**config.mk**
```make
export PLATFORM = sky130hd
export DESIGN_NAME = pingpong_table_container
export DESIGN_NICKNAME = d
export VERILOG_FILES = /design/src/rtl/pingpong_table_container.sv
export SDC_FILE = /design/constraint.sdc
export NUM_CORES = 2
export LEC_CHECK = 0
export BUFFER_PORTS_ARGS = -buffer_cell sky130_fd_sc_hd__buf_4
export CORE_MARGIN = 5
export CORE_UTILIZATION = 35
export CTS_CLUSTER_DIAMETER = 40
export DETAILED_ROUTE_END_ITERATION = 8
export SKIP_LAST_GASP = 1
export SYNTH_ARGS = -nofsm -noshare
export SYNTH_HDL_FRONTEND = slang
export SYNTH_SLANG_ARGS = --single-unit
```
**constraint.sdc**
```tcl
create_clock -name clk -period 3.8 [get_ports clk]
set_clock_uncertainty 0.15 [all_clocks]
set_input_delay 1.14 -clock clk [delete_from_list [all_inputs] [get_ports clk]]
set_output_delay 1.14 -clock clk [all_outputs]
set_load 0.005 [all_outputs]
```
**src/rtl/pingpong_table_container.sv**
```systemverilog
// Two-bank lookup table: a new table streams into the shadow bank while two read ports use the
// active bank, and a commit swaps the banks atomically. Optional macro: PINGPONG_TABLE_CLAMP_EN.
module pingpong_table_container #(
    parameter int C_DATA_WIDTH    = 8,
    parameter int C_ADDRESS_WIDTH = 8,
    parameter int C_RD_LATENCY    = 1
) (
    input  logic                       clk,
    input  logic                       resetn,
    input  logic                       ld_start,
    input  logic                       s_valid,
    output logic                       s_ready,
    input  logic [C_DATA_WIDTH-1:0]    s_data,
    input  logic                       s_last,
    input  logic                       commit,
    output logic                       ld_done,
    output logic                       truncated,
    output logic                       active_bank,
    output logic [C_ADDRESS_WIDTH:0]   size,
    input  logic [C_ADDRESS_WIDTH-1:0] addrA,
    output logic [C_DATA_WIDTH-1:0]    qA,
    input  logic [C_ADDRESS_WIDTH-1:0] addrB,
    output logic [C_DATA_WIDTH-1:0]    qB
);

    localparam int DEPTH = 1 << C_ADDRESS_WIDTH;
    localparam logic [C_ADDRESS_WIDTH:0] LAST_IDX = (C_ADDRESS_WIDTH+1)'(DEPTH - 1);

    typedef enum logic [1:0] {IDLE, LOAD, DONE} state_t;

    state_t                   state;
    logic [C_ADDRESS_WIDTH:0] count;
    logic [C_DATA_WIDTH-1:0]  mem [2*DEPTH];
    logic                     wr_en;
    logic [C_DATA_WIDTH-1:0]  rd_a, rd_b;
    logic [C_DATA_WIDTH-1:0]  qa_p0, qb_p0;

    // A restart pulse wins over a beat offered in the same cycle.
    assign wr_en = (state == LOAD) && s_valid && !ld_start;

    always_ff @(posedge clk or negedge resetn) begin
        if (!resetn) begin
            state       <= IDLE;
            count       <= '0;
            s_ready     <= 1'b0;
            ld_done     <= 1'b0;
            truncated   <= 1'b0;
            active_bank <= 1'b0;
            size        <= '0;
        end else begin
            case (state)
                IDLE: begin
                    if (ld_start) begin
                        state     <= LOAD;
                        count     <= '0;
                        truncated <= 1'b0;
                        s_ready   <= 1'b1;
                    end
                end
                LOAD: begin
                    if (ld_start) begin
                        count     <= '0;
                        truncated <= 1'b0;
                    end else if (s_valid) begin
                        count <= count + 1'b1;
                        if (s_last || count == LAST_IDX) begin
                            state     <= DONE;
                            s_ready   <= 1'b0;
                            ld_done   <= 1'b1;
                            truncated <= !s_last;
                        end
                    end
                end
                DONE: begin
                    if (commit) begin
                        active_bank <= ~active_bank;
                        size        <= count;
                        ld_done     <= 1'b0;
                    end
                    // With a simultaneous commit the restart targets the freshly retired bank.
                    if (ld_start) begin
                        state     <= LOAD;
                        count     <= '0;
                        truncated <= 1'b0;
                        s_ready   <= 1'b1;
                        ld_done   <= 1'b0;
                    end else if (commit) begin
                        state <= IDLE;
                    end
                end
                default: begin
                    state   <= IDLE;
                    s_ready <= 1'b0;
                    ld_done <= 1'b0;
                end
            endcase
        end
    end

    always_ff @(posedge clk) begin
        if (wr_en) mem[{~active_bank, count[C_ADDRESS_WIDTH-1:0]}] <= s_data;
    end

`ifdef PINGPONG_TABLE_CLAMP_EN
    function automatic logic [C_ADDRESS_WIDTH-1:0] clamp_addr(
        input logic [C_ADDRESS_WIDTH-1:0] addr,
        input logic [C_ADDRESS_WIDTH:0]   sz
    );
        if ({1'b0, addr} >= sz) return C_ADDRESS_WIDTH'(sz - 1'b1);
        return addr;
    endfunction

    assign rd_a = (size == '0) ? '0 : mem[{active_bank, clamp_addr(addrA, size)}];
    assign rd_b = (size == '0) ? '0 : mem[{active_bank, clamp_addr(addrB, size)}];
`else
    assign rd_a = mem[{active_bank, addrA}];
    assign rd_b = mem[{active_bank, addrB}];
`endif

    // Stage p0: memory read register
    always_ff @(posedge clk or negedge resetn) begin
        if (!resetn) begin
            qa_p0 <= '0;
            qb_p0 <= '0;
        end else begin
            qa_p0 <= rd_a;
            qb_p0 <= rd_b;
        end
    end

    generate
        if (C_RD_LATENCY == 2) begin : g_lat2
            logic [C_DATA_WIDTH-1:0] qa_p1, qb_p1;
            // Stage p1: optional output register
            always_ff @(posedge clk or negedge resetn) begin
                if (!resetn) begin
                    qa_p1 <= '0;
                    qb_p1 <= '0;
                end else begin
                    qa_p1 <= qa_p0;
                    qb_p1 <= qb_p0;
                end
            end
            assign qA = qa_p1;
            assign qB = qb_p1;
        end else begin : g_lat1
            assign qA = qa_p0;
            assign qB = qb_p0;
        end
    endgenerate

endmodule

```
==> out/qor.txt <==
status: finished, violations left
failing checks: negative setup slack
Static Leak: 83.83 nW
Power Density: 482.6 nW/µm²
final critical-path share of the clock period: 1.018
Die W: 758.3 µm
CTS max path bufs: 4
Slew Limit Fails: 0
Via-to-Cell Ratio: 6.071
Worst R2R Start: active_bank
Post-synth EDFFs: 4096
clock sinks: 4136
R2R depth: 11
Design Area, Final: 243700 µm²
CP most frequent cell: buf_4
CTS tree: built
Slowest cell on crit path: o31ai_1
FFs w/ async S/R, synth: 0.009671
die area: 575000 µm²
worst skew pair latency: 1.09 ns
hpwl dp: 523.5 mm
Rel. slew slack: 0.1423
share of post-route cells with drive strength above 1: 0.3518
Crit path required time: 4.68 ns
final cell count without fillers: 21600
share of the synthesized area in the top cell type: 0.6276
num rows: 274
Worst-Margin Slew: 1.276 ns
Mapped Nets: 11446
number of CTS-inserted buffers: 559
max incr delay on CP: 1.02 ns
Seq/Total Area, Yosys: 0.6327
H-tree levels: 6
Syn. warnings: 0
f_max: 258.5 MHz
Synth Cell Area: 196000 µm²
chip height: 758.3 µm
Cell Chain, Critical Path: buf_16 -> buf_12 -> buf_12 -> buf_4 -> buf_4 -> mux4_2 -> nor3_1 -> nor3_1 -> o21ai_0 -> buf_4 -> buf_4 -> o31ai_1 -> and4b_1
GP Congestion: 1.020
most common cell in the synthesized netlist: edfxtp_1
vias in the first global route: 129521
Total Wirelength: 726.8 mm
Worst Setup End Kind: register
worst min-delay path endpoint: state[1]
vias post-DR: 131132
core box area: 557400 µm²
largest net degree at the start of global routing: 165
Routed Antenna Nets: 0
library cells used by synthesis: 82
multi-input logic area: 66540 µm²
root buffer cell: clkbuf_16
DR WL/cell: 33.65 µm
Gate Count Post-Synth: 11411
Setup CP Type: input pin to register
first-pass GRT wire length: 1006 mm
Post-Place Cell Area: 224400 µm²
drt drc: 0
top cells by area, synth: edfxtp_1, mux4_2, mux2i_1
Crit Reg-Reg Endpoint: qB[4]
critical path startpoint category: input pin
fin crit period: 3.869 ns
R2R setup slack: -0.03 ns
worst endpoint data arrival time: 4.75 ns
Max VDD drop: 515.5 µV
setup slack after layout: -0.06903 ns
most frequent cells after synthesis: edfxtp_1, mux2i_1, mux4_2
final setup fails: 2
placed insts: 20544
pre-CTS WS: -1.300 ns
cell taking the most area after synthesis: edfxtp_1
Starting Density: 0.3516
Register Area: 124000 µm²
top-level I/O count: 59
First DRT Iteration DRCs: 17805
#FFs+latches synth: 4136
RSZ-0062 raised after global routing: yes
worst min path class: input pin to register
initial antenna violation count: 51
CTS clk-pin slew, worst paths: 0.06 ns
Hold Vio Cnt, Final: 0
fill count: 49047
nets: 13693
PortBufs: 58
Max Cap Viol: 0
1st-pass router iterations: 9
Worst Path Max Fanout: 13
Hold Crit Start: ld_start
Area growth syn-to-layout: 24.33%
ys flop type: edfxtp_1
Global Route Usage Sum: 0.2458
grt total ovfl: 0
Setup TNS Final: -0.1331 ns
Avg Inst Size Synth: 17.18 µm²
Cells on Worst Hold Path: 2
registers in the layout (all words and copies together), names as in the netlist:
name         cells
qB               8
size             9
active_bank      1
ld_done          1
truncated        1
mem           4096
state            2
count            9
s_ready          1
qA               8
critical path, delay by kind of cell:
kind	cells	cell delay [ns]
AOI/OAI and AO/OA	2	1.21
and+or+nand+nor	3	0.63
buffers and inverters	7	1.38
muxes	1	0.27
routing by layer:
layer  vias to the layer above  routed length (µm)  global-route usage
li1                      53070                   -                   -
met1                     68344              274100              0.3225
met2                      8118              329400              0.3807
met3                      1574               82510             0.06538
met4                        26               40640              0.1167
met5                         -                 177                   0
final cells by class:
| type | instances | share of cell area |
|---|---|---|
| multi-input cells | 6309 | 0.2730 |
| well taps | 7452 | 0.03826 |
| diodes | 29 | 0.0002978 |
| inverters | 13 | 0.0003132 |
| repair buffers | 2639 | 0.1008 |
| flip-flops and latches | 4136 | 0.5089 |
| clock inverters | 388 | 0.01865 |
| clock buffers | 634 | 0.05973 |
logic make-up after synthesis:
logic type | after synthesis | synth area share
AOI/OAI and AO/OA | 1884 | 0.06784
DFF | 4136 | 0.6327
xor gates and xnor gates | 7 | 0.0003128
muxes | 2817 | 0.2321
buffers and inverters | 966 | 0.02947
and+or+nand+nor | 1596 | 0.03729
adders and majority gates | 5 | 0.0003192
what timing repair did:
item / CTS / global route
setup buffers: 4 / 0
gates resized for setup: 9 / 7
hold buffers: 1 / 0
setup endpoints to repair: 7 / 5
endpoints found under the hold margin: 25 / 0
power by group:
part | leakage [nW] | internal (mW) | switching, mW
clock | 9.19 | 32.7 | 21.3
sequential | 37.3 | 50.3 | 0.653
combinational | 37.3 | 5.13 | 7.60
total | 83.8 | 88.0 | 29.6
placed cells by master (no fill, tap or decap), types with 52 or more instances in the layout:
cell,count
a211oi_1,66
a21oi_1,306
a22oi_1,91
buf_12,369
buf_4,2254
bufinv_16,69
clkbuf_1,59
clkbuf_16,570
clkinv_1,68
clkinv_2,63
clkinvlp_4,54
edfxtp_1,4096
inv_6,58
mux2i_1,1435
mux4_2,1350
nand2_1,244
nand3_1,68
nand4_1,61
nor2_1,708
nor3_1,253
nor4_1,52
o21ai_0,194
o221ai_1,565
o22ai_1,406
worst max-delay path by stage:
stage	startpoint	end	slack [ns]
6_report	addrB[0]	qB[7]	-0.07
5_1_grt	active_bank	qB[4]	-0.008
4_1_cts	addrB[0]	qB[4]	0.04
3_5_place_dp	addrB[0]	qB[4]	-1.30
3_3_place_gp	addrB[0]	qB[4]	-1.32
2_1_floorplan	addrA[0]	qA[0]	0.46
per-stage QoR:
stage	total power, mW	hold WS (ns)	util
2_1_floorplan	56.48	0.3233	-
3_3_place_gp	64.05	0.3274	0.4025
3_5_place_dp	64.07	0.3314	0.4025
4_1_cts	117.7	0.03343	0.4369
5_1_grt	120.4	0.08686	0.4371
6_report	117.6	0.1070	0.4371
Power figures use the tool's default switching activity.
